===== src/rtl/sum_acc_pkg.sv =====
// Shared types and default widths for the sum accumulator: FSM state encoding and width constants.
// Pure declarations; no logic, no latency, no flow control.
package sum_acc_pkg;

  localparam int DEF_WIDTH       = 32;
  localparam int DEF_ACC_WIDTH   = 40;
  localparam int DEF_COUNT_WIDTH = 8;

  localparam logic [1:0] ENC_IDLE  = 2'b00;
  localparam logic [1:0] ENC_ACCUM = 2'b01;
  localparam logic [1:0] ENC_DONE  = 2'b10;

  typedef enum logic [1:0] {
    ST_IDLE  = ENC_IDLE,
    ST_ACCUM = ENC_ACCUM,
    ST_DONE  = ENC_DONE
  } state_e;

endpackage


===== src/rtl/sum_acc_if.sv =====
// Handshake bundle between the adder output stage, the accumulator and the result consumer.
// Input side is valid/ready; the result is held valid until out_ready.
interface sum_acc_if import sum_acc_pkg::*; #(
  parameter int WIDTH       = DEF_WIDTH,
  parameter int ACC_WIDTH   = DEF_ACC_WIDTH,
  parameter int COUNT_WIDTH = DEF_COUNT_WIDTH
) ();

  logic                   start;
  logic [COUNT_WIDTH-1:0] len;
  logic                   in_valid;
  logic [WIDTH-1:0]       in_sum;
  logic                   in_ready;
  logic                   out_valid;
  logic                   out_ready;
  logic [ACC_WIDTH-1:0]   out_acc;
  logic [COUNT_WIDTH-1:0] out_count;
  logic                   out_ovf;
  logic                   busy;

  modport master (
    output start, len, in_valid, in_sum, out_ready,
    input  in_ready, out_valid, out_acc, out_count, out_ovf, busy
  );

  modport slave (
    input  start, len, in_valid, in_sum, out_ready,
    output in_ready, out_valid, out_acc, out_count, out_ovf, busy
  );

endinterface


===== src/rtl/sum_acc_ctrl.sv =====
// Burst sequencer: IDLE/ACCUM/DONE FSM plus sample counter; emits clear and beat strobes.
// DONE is entered the cycle after the last beat; in_ready only in ACCUM, result held until out_ready.
module sum_acc_ctrl import sum_acc_pkg::*; #(
  parameter int COUNT_WIDTH = DEF_COUNT_WIDTH
) (
  input  logic                   clk,
  input  logic                   rst_n,
  input  logic                   start_i,
  input  logic [COUNT_WIDTH-1:0] len_i,
  input  logic                   in_valid_i,
  input  logic                   out_ready_i,
  output logic                   in_ready_o,
  output logic                   out_valid_o,
  output logic                   busy_o,
  output logic                   beat_o,
  output logic                   clear_o,
  output logic [COUNT_WIDTH-1:0] count_o
);

  state_e                 state_q, state_d;
  logic [COUNT_WIDTH-1:0] len_q, len_d;
  logic [COUNT_WIDTH-1:0] count_q, count_d;
  logic [COUNT_WIDTH-1:0] count_inc;

  assign count_inc = count_q + COUNT_WIDTH'(1);

  always_ff @(posedge clk or negedge rst_n) begin
    if (!rst_n) begin
      state_q <= ST_IDLE;
      len_q   <= '0;
      count_q <= '0;
    end else begin
      state_q <= state_d;
      len_q   <= len_d;
      count_q <= count_d;
    end
  end

  always_comb begin
    state_d = state_q;
    unique case (state_q)
      ST_IDLE:  if (start_i) state_d = (len_i == '0) ? ST_DONE : ST_ACCUM;
      ST_ACCUM: if (beat_o && (count_inc == len_q)) state_d = ST_DONE;
      ST_DONE:  if (out_ready_i) state_d = ST_IDLE;
      default:  state_d = ST_IDLE;
    endcase
  end

  always_comb begin
    in_ready_o  = (state_q == ST_ACCUM);
    out_valid_o = (state_q == ST_DONE);
    busy_o      = (state_q != ST_IDLE);
    beat_o      = in_ready_o && in_valid_i;
    clear_o     = (state_q == ST_IDLE) && start_i;
  end

  // len is only captured on an accepted start; count tracks accepted beats
  always_comb begin
    len_d   = len_q;
    count_d = count_q;
    if (clear_o) begin
      len_d   = len_i;
      count_d = '0;
    end else if (beat_o) begin
      count_d = count_inc;
    end
  end

  assign count_o = count_q;

endmodule


===== src/rtl/sum_accumulator.sv =====
// Accumulates a burst of unsigned adder sums into a wide total; result valid the cycle after the last beat.
// Result held until out_ready; SUM_ACC_SAT_EN selects clamp-on-carry instead of modulo wrap.
module sum_accumulator import sum_acc_pkg::*; #(
  parameter int WIDTH       = DEF_WIDTH,
  parameter int ACC_WIDTH   = DEF_ACC_WIDTH,
  parameter int COUNT_WIDTH = DEF_COUNT_WIDTH
) (
  input logic     clk,
  input logic     rst_n,
  sum_acc_if.slave bus
);

  logic                 beat;
  logic                 clear;
  logic [ACC_WIDTH-1:0] acc_q, acc_d;
  logic                 ovf_q, ovf_d;
  logic [ACC_WIDTH:0]   sum_ext;
  logic                 carry;

  sum_acc_ctrl #(.COUNT_WIDTH(COUNT_WIDTH)) u_ctrl (
    .clk         (clk),
    .rst_n       (rst_n),
    .start_i     (bus.start),
    .len_i       (bus.len),
    .in_valid_i  (bus.in_valid),
    .out_ready_i (bus.out_ready),
    .in_ready_o  (bus.in_ready),
    .out_valid_o (bus.out_valid),
    .busy_o      (bus.busy),
    .beat_o      (beat),
    .clear_o     (clear),
    .count_o     (bus.out_count)
  );

  assign sum_ext = {1'b0, acc_q} + (ACC_WIDTH+1)'(bus.in_sum);
  assign carry   = sum_ext[ACC_WIDTH];

  always_comb begin
    acc_d = acc_q;
    ovf_d = ovf_q;
    if (clear) begin
      acc_d = '0;
      ovf_d = 1'b0;
    end else if (beat) begin
      ovf_d = ovf_q | carry;
`ifdef SUM_ACC_SAT_EN
      // once clamped the total stays pinned for the remainder of the burst
      acc_d = (ovf_q | carry) ? '1 : sum_ext[ACC_WIDTH-1:0];
`else
      acc_d = sum_ext[ACC_WIDTH-1:0];
`endif
    end
  end

  always_ff @(posedge clk or negedge rst_n) begin
    if (!rst_n) begin
      acc_q <= '0;
      ovf_q <= 1'b0;
    end else begin
      acc_q <= acc_d;
      ovf_q <= ovf_d;
    end
  end

  assign bus.out_acc = acc_q;
  assign bus.out_ovf = ovf_q;

endmodule


===== src/flat_wrapper.sv =====
// flat-port wrapper written by rule: the top's interface ports become plain ports
module sum_accumulator_flat import sum_acc_pkg::*;
#(
  parameter int WIDTH       = DEF_WIDTH,
  parameter int ACC_WIDTH   = DEF_ACC_WIDTH,
  parameter int COUNT_WIDTH = DEF_COUNT_WIDTH
)
  (clk, rst_n, bus_start, bus_len, bus_in_valid, bus_in_sum, bus_out_ready, bus_in_ready, bus_out_valid, bus_out_acc, bus_out_count, bus_out_ovf, bus_busy);
  sum_acc_if #(.WIDTH(WIDTH), .ACC_WIDTH(ACC_WIDTH), .COUNT_WIDTH(COUNT_WIDTH)) bus_i ();
  input logic clk;
  input logic rst_n;
  input wire logic [$bits(bus_i.start)-1:0] bus_start;
  input wire logic [$bits(bus_i.len)-1:0] bus_len;
  input wire logic [$bits(bus_i.in_valid)-1:0] bus_in_valid;
  input wire logic [$bits(bus_i.in_sum)-1:0] bus_in_sum;
  input wire logic [$bits(bus_i.out_ready)-1:0] bus_out_ready;
  output wire logic [$bits(bus_i.in_ready)-1:0] bus_in_ready;
  output wire logic [$bits(bus_i.out_valid)-1:0] bus_out_valid;
  output wire logic [$bits(bus_i.out_acc)-1:0] bus_out_acc;
  output wire logic [$bits(bus_i.out_count)-1:0] bus_out_count;
  output wire logic [$bits(bus_i.out_ovf)-1:0] bus_out_ovf;
  output wire logic [$bits(bus_i.busy)-1:0] bus_busy;
  assign bus_i.start = bus_start;
  assign bus_i.len = bus_len;
  assign bus_i.in_valid = bus_in_valid;
  assign bus_i.in_sum = bus_in_sum;
  assign bus_i.out_ready = bus_out_ready;
  assign bus_in_ready = bus_i.in_ready;
  assign bus_out_valid = bus_i.out_valid;
  assign bus_out_acc = bus_i.out_acc;
  assign bus_out_count = bus_i.out_count;
  assign bus_out_ovf = bus_i.out_ovf;
  assign bus_busy = bus_i.busy;
  sum_accumulator #(.WIDTH(WIDTH), .ACC_WIDTH(ACC_WIDTH), .COUNT_WIDTH(COUNT_WIDTH)) u_core (.clk(clk), .rst_n(rst_n), .bus(bus_i));
endmodule

===== config.mk =====
export PLATFORM = sky130hd
export DESIGN_NAME = sum_accumulator_flat
export DESIGN_NICKNAME = d
export VERILOG_FILES = /design/src/rtl/sum_acc_pkg.sv /design/src/rtl/sum_acc_if.sv /design/src/rtl/sum_acc_ctrl.sv /design/src/rtl/sum_accumulator.sv /design/src/flat_wrapper.sv
export SDC_FILE = /design/constraint.sdc
export NUM_CORES = 1
export LEC_CHECK = 0
export CORE_ASPECT_RATIO = 0.5
export CORE_MARGIN = 2
export CORE_UTILIZATION = 52
export CTS_BUF_LIST = sky130_fd_sc_hd__clkbuf_16
export CTS_CLUSTER_SIZE = 40
export DETAILED_ROUTE_END_ITERATION = 16
export PLACE_DENSITY = 0.82
export SYNTH_ARGS = -nofsm -noshare
export SYNTH_HDL_FRONTEND = slang
export SYNTH_SLANG_ARGS = --single-unit

===== constraint.sdc =====
create_clock -name clk -period 3.5 [get_ports clk]
set_clock_uncertainty 0.15 [all_clocks]
set_input_delay 1.05 -clock clk [delete_from_list [all_inputs] [get_ports clk]]
set_output_delay 1.05 -clock clk [all_outputs]
set_load 0.02 [all_outputs]

## Word level (Yosys, flattened, before mapping)

Cells that the tools add are included.

| word-level totals | value |
|---|---|
| ROM bits | 0 |
| memories kept | 0 |
| latch bits | 0 |
| register bits after elaboration | 59 |
| input bits | 45 |
| output and inout port bits | 52 |
| word-level logic and storage cells | 33 |
| bits in writable memories | 0 |

| operators by class | value |
|---|---|
| equality and inequality tests | 6 |
| reductions and logical operators | 8 |
| shift-type cells | 0 |
| muxes and demuxes | 11 |
| bitwise operators | 1 |
| magnitude comparators | 0 |
| $mul | 0 |
| divide/modulo/power cells | 0 |
| add/subtract/negate cells | 2 |

Operator list:

| operator | count |
|---|---|
| 40-bit 2-to-1 mux | 2 |
| 40-bit by 32-bit adder with 41-bit output | 1 |
| 8-bit 2-to-1 mux | 2 |
| 8-bit by 1-bit adder with 8-bit output, second input constant | 1 |
| 8-bit equality test | 1 |
| 8-bit zero test | 1 |
| 2-bit 2-to-1 mux | 4 |
| 2-bit one-hot mux with 3 select lines | 1 |
| 2-bit != test, second input constant | 2 |
| 2-bit nonzero test | 2 |
| 1-bit logical AND | 3 |
| 3-bit AND reduction | 1 |
| 2-bit by 1-bit equality test with 1-bit output, second input constant | 1 |
| 2-bit equality test, second input constant | 1 |
| 2-bit zero test | 1 |
| 1-bit 2-to-1 mux | 2 |
| 2-bit by 1-bit != test with 1-bit output, second input constant | 1 |
| 1-bit bitwise OR | 1 |

## Longest topological paths before layout

| logic depth | value |
|---|---|
| depth after elaboration | 5 |
| gate-level depth with buffers | 11 |
| gate-level depth less buffers | 11 |

## Cells and area by module

From an unflattened synthesis, not the netlist that was laid out.

| unflattened totals | value |
|---|---|
| cells, all modules | 502 |
| area total of the unflattened synthesis | 4,554.4 um^2 |

Modules (own cells, without submodules):

| module | area each (um^2) | times used | cells each | seq. area each (um^2) |
|---|---|---|---|---|
| sum_accumulator | 3,508.4 | 1 | 396 | 1,026.0 |
| sum_acc_ctrl | 1,046.0 | 1 | 106 | 450.4 |

## Least setup slack after synthesis

Ideal clock, no wire load.

| timing path | value |
|---|---|
| path type | input to register |
| from | input port bus_in_sum[0] |
| to | register u_core.acc_q[34], in the netlist u_core.bus.out_acc[34] |
| data arrival time | 3,106 ps |
| path slack | 108 ps |
| data required time | 3,215 ps |
| cell stages on the path | 11 |
| setup time | 135 ps |
| buffers on the path | 0 |
| path through | ha_1 > inv_1 > fa_1 > nor2b_4 > o2111ai_1 > a211oi_1 > o21ai_1 > a211oi_4 > o21ai_2 > o311ai_2 > o41ai_2 |

| on the way | value |
|---|---|
| cells in the longest elaborated chain, start to end | 3 |

Ends and longest elaborated chain:

| element | line | RTL |
|---|---|---|
| from (decl) | flat_wrapper.sv:15 | `input wire logic [$bits(bus_i.in_sum)-1:0] bus_in_sum;` |
| 40-bit by 32-bit adder with 41-bit output | sum_accumulator.sv:35 | `assign sum_ext = {1'b0, acc_q} + (ACC_WIDTH+1)'(bus.in_sum);` |
| 40-bit 2-to-1 mux | sum_accumulator.sv:44 | `end else if (beat) begin` |
| 40-bit 2-to-1 mux | sum_accumulator.sv:41 | `if (clear) begin` |
| to (signal assigned) | sum_accumulator.sv:57 | `acc_q <= '0;` |
| to (signal assigned) | sum_accumulator.sv:60 | `acc_q <= acc_d;` |
| to (decl) | sum_accumulator.sv:15 | `logic [ACC_WIDTH-1:0] acc_q, acc_d;` |

Every way passes these cells. The select of a mux whose other input is x is not followed.
A chain may end at the register's enable or synchronous reset.

## Worst setup path in the final report

| timing path | value |
|---|---|
| from | input port bus_in_sum[2] |
| to | register u_core.acc_q[36], in the netlist u_core.bus.out_acc[36] |

Same word-level chain as after synthesis.

==> impl_metrics.csv <==
group,metric,value,unit
critical_path,endpoint_kind,"flop",
sta,fin_crit_sh,98.5,%
clock_tree,cts_buffers,9,
clock_tree,cts_tree,"built",
critical_path,cp.required,3.61,ns
sta,hold_viol_final,0,
clock_tree,clock-sinks,59,
critical_path,path_class,"primary input to flop",
layout,area_growth,46.0,%
die,row_count,23,
critical_path,crit_slowest_cell,"o41ai_4",
critical_path,critPathLaunchType,"primary input",
critical_path,path_cells,"clkdlybuf4s50_1 > ha_1 > nor2b_4 > o2111ai_4 > a211oi_2 > nor2_2 > o41ai_4 > a21oi_2 > o31ai_2 > mux2i_1",
route,routed_wl,13900,µm
route,wl_per_cell,17.5,µm
route,post-route-drc-count,0,
pwr,p_total,6.10,mW
sta,tightest_slew,0.815,ns
sta,max_freq,0.290,GHz
layout,n_fill_cell,559,
layout,seqCellArea,0.00148,mm²
yosys,synthesis.nets,593,
grt,grt_pass1_vias,4422,
layout,final_common_cell,"nand2_1",
layout,drive_gt1_share,19.1,%
layout,insertedDiodeCount,0,
clock_tree,clk_latency,0.34,ns
run,cap_violations,0,
yosys,yosys_register_bits,59,
critical_path,max_stage_delay,0.42,ns
critical_path,crit_arrival,3.56,ns
yosys,syn-mean-instance-area,8.45,µm²
die,io_pins,97,
placed_design,gp_congestion,0.894,
sta,setup_tns,0,ns
grt,grt_remaining_overflow,0,
placed_design,port_buffers,96,
clock_tree,htreeDepth,3,
sta,max-slew-margin-rel,45.5,%
yosys,syn_inst,514,
yosys,synth.distinct_cells,60,
status,status,"complete, no violations",
route,drt-pass1-iter-count,5,
route,num_vias,4640,
placed_design,dp_hpwl,9480,µm
placed_design,dp.cells,778,
critical_path,cp.buffers_inverters,1,
grt,grt_max_degree,28,
yosys,yosys_warnings,0,
yosys,syn-cell-area,0.00435,mm²
die,start_util,53.9,%
sta,min_period,3.45,ns
yosys,async_flop_share,100,%
layout,multiInputGateArea,0.00279,mm²
die,core_region_area,0.00806,mm²
grt,grt_pass1_wl,21600,µm
die,dieArea,0.00915,mm²
worst_hold_path,min_path_type,"flop to flop",
route,ant_nets,0,
clock_tree,clockBufferDepth,2,
route,vias_per_cell,5.81,
sta,drv_slew,0,
yosys,synth_seq_area_share,34.0,%
clock_tree,cts.clk_slew.worst_paths,0.06,ns
pwr,powerDensity,962,mW/mm²
die,die_x,133,µm
pwr,ir_drop,506,µV
critical_path,crit_fanout,3,
layout,nets,760,
clock_tree,cts_root_buffer,"clkbuf_16",
pwr,leakage,2.83,nW
grt,antenna_found_initial,0,
clock_tree,hold_buffers,0,
layout,final_util,78.7,%
grt,track_usage,30.2,%
route,drtIter0Drc,367,
sta,finalSetupViolCount,0,
yosys,ys.flop_type,"dfrtp_1",
critical_path,crit_family,"compound AO/OA/AOI/OAI gates",
die,die_h,68.6,µm
layout,stdcell_count,798,
layout,mostFrequentLayoutCells,"nand2_1, clkdlybuf4s50_1, buf_4",
yosys,synth_edf_count,0,
## kinds of logic after synthesis
| family | after synthesis | synth area share [%] |
|---|---|---|
| AO/OA/AOI/OAI | 152 | 23.6 |
| adder cells (fa/ha/maj) | 34 | 9.96 |
| flip-flops | 59 | 34.0 |
| AND/OR/NAND/NOR | 191 | 20.2 |
| buffers and inverters | 33 | 3.08 |
| multiplexers | 4 | 0.921 |
| XOR/XNOR | 41 | 8.26 |
## through the flow
| step | hold slack (ns) | instance area, µm² | setup WS [ns] |
|---|---|---|---|
| detailed placement | 0.334 | 5940 | -0.583 |
| finish | 0.353 | 6340 | 0.0531 |
| CTS | 0.355 | 6290 | 0.0128 |
| global placement | 0.328 | 5940 | -0.470 |
| global route | 0.380 | 6340 | -0.0681 |
| floorplan | 0.316 | 4350 | 0.108 |
## worst reg2reg max path: cells and delay by family (launching register included)
kind,cells,cell delay (ns)
compound gates,5,1.26
fa+ha+maj,2,0.58
flops,1,0.40
simple gates,2,0.27
mux,1,0.20
buf+inv,1,0.04
## cell type report
type	count	share of cell area, %
flip-flops and latches	59	23.3
multi-input cells	422	44.1
inverters	11	0.651
repair buffers	178	24.8
clock inverters	7	1.46
clock buffers	9	3.55
well taps	112	2.21
## sequential cells by signal, summed over array words and instances, names as in the netlist
name	flops
u_core.u_ctrl.state_q	2
u_core.bus.out_ovf	1
u_core.bus.out_acc	40
u_core.u_ctrl.count_o	8
u_core.u_ctrl.len_q	8
## path summary, 6_finish.rpt
check	slack, ns	endpoint	cells past startpoint	start
worst max register to register	0.54	u_core.bus.out_acc[36]$_DFFE_PN0P_	11	u_core.bus.out_acc[0]$_DFFE_PN0P_
worst min-delay path	0.35	u_core.u_ctrl.len_q[0]$_DFFE_PN0P_	2	u_core.u_ctrl.len_q[0]$_DFFE_PN0P_
min in group asynchronous	0.55	u_core.bus.out_acc[10]$_DFFE_PN0P_	1	rst_n
worst min register to register	0.35	u_core.u_ctrl.len_q[0]$_DFFE_PN0P_	2	u_core.u_ctrl.len_q[0]$_DFFE_PN0P_
max in group asynchronous	1.88	u_core.bus.out_acc[1]$_DFFE_PN0P_	2	rst_n
worst max-delay path	0.05	u_core.bus.out_acc[36]$_DFFE_PN0P_	10	bus_in_sum[2]
## cells in the mapped netlist (5+ instances only)
library cell / n / share of area, %
buf_2: 8 / 0.92
o21a_1: 6 / 1.0
a21oi_1: 35 / 4.0
o21ai_1: 25 / 2.9
nand3_1: 16 / 1.8
dfrtp_1: 59 / 34
xor2_1: 17 / 3.4
nor2_1: 29 / 2.5
ha_1: 33 / 9.5
a31oi_1: 5 / 0.72
o21ai_0: 25 / 2.9
clkbuf_1: 14 / 1.2
o211ai_1: 8 / 1.4
nand2b_1: 6 / 0.86
and3_1: 7 / 1.0
xnor2_1: 24 / 4.8
nor3_1: 6 / 0.69
a21o_1: 7 / 1.2
nand4_1: 8 / 1.2
inv_1: 11 / 0.95
nand2_1: 96 / 8.3
and2_1: 6 / 0.86
## routing by layer
metal,GRT usage [%],vias up,share of wire [%],wire (µm)
met2,53.3,195,47,6610
met3,6.94,38,7.3,1010
met5,0,-,0,0
li1,-,2165,-,-
met4,10.2,0,2.3,314
met1,37.6,2242,43,6010
## where the power goes
group	internal [mW]	total, mW	switching (mW)
logic	1.84	3.92	2.08
clock network	0.620	0.962	0.341
registers	0.957	1.22	0.267
## what timing repair did
action / 4_1_cts / 5_1_grt
pin swaps: 9 / 8
setup buffers: 2 / 3
endpoints found under the setup margin: 10 / 11
resized for setup: 7 / 9
(Power assumes the default switching activity.)
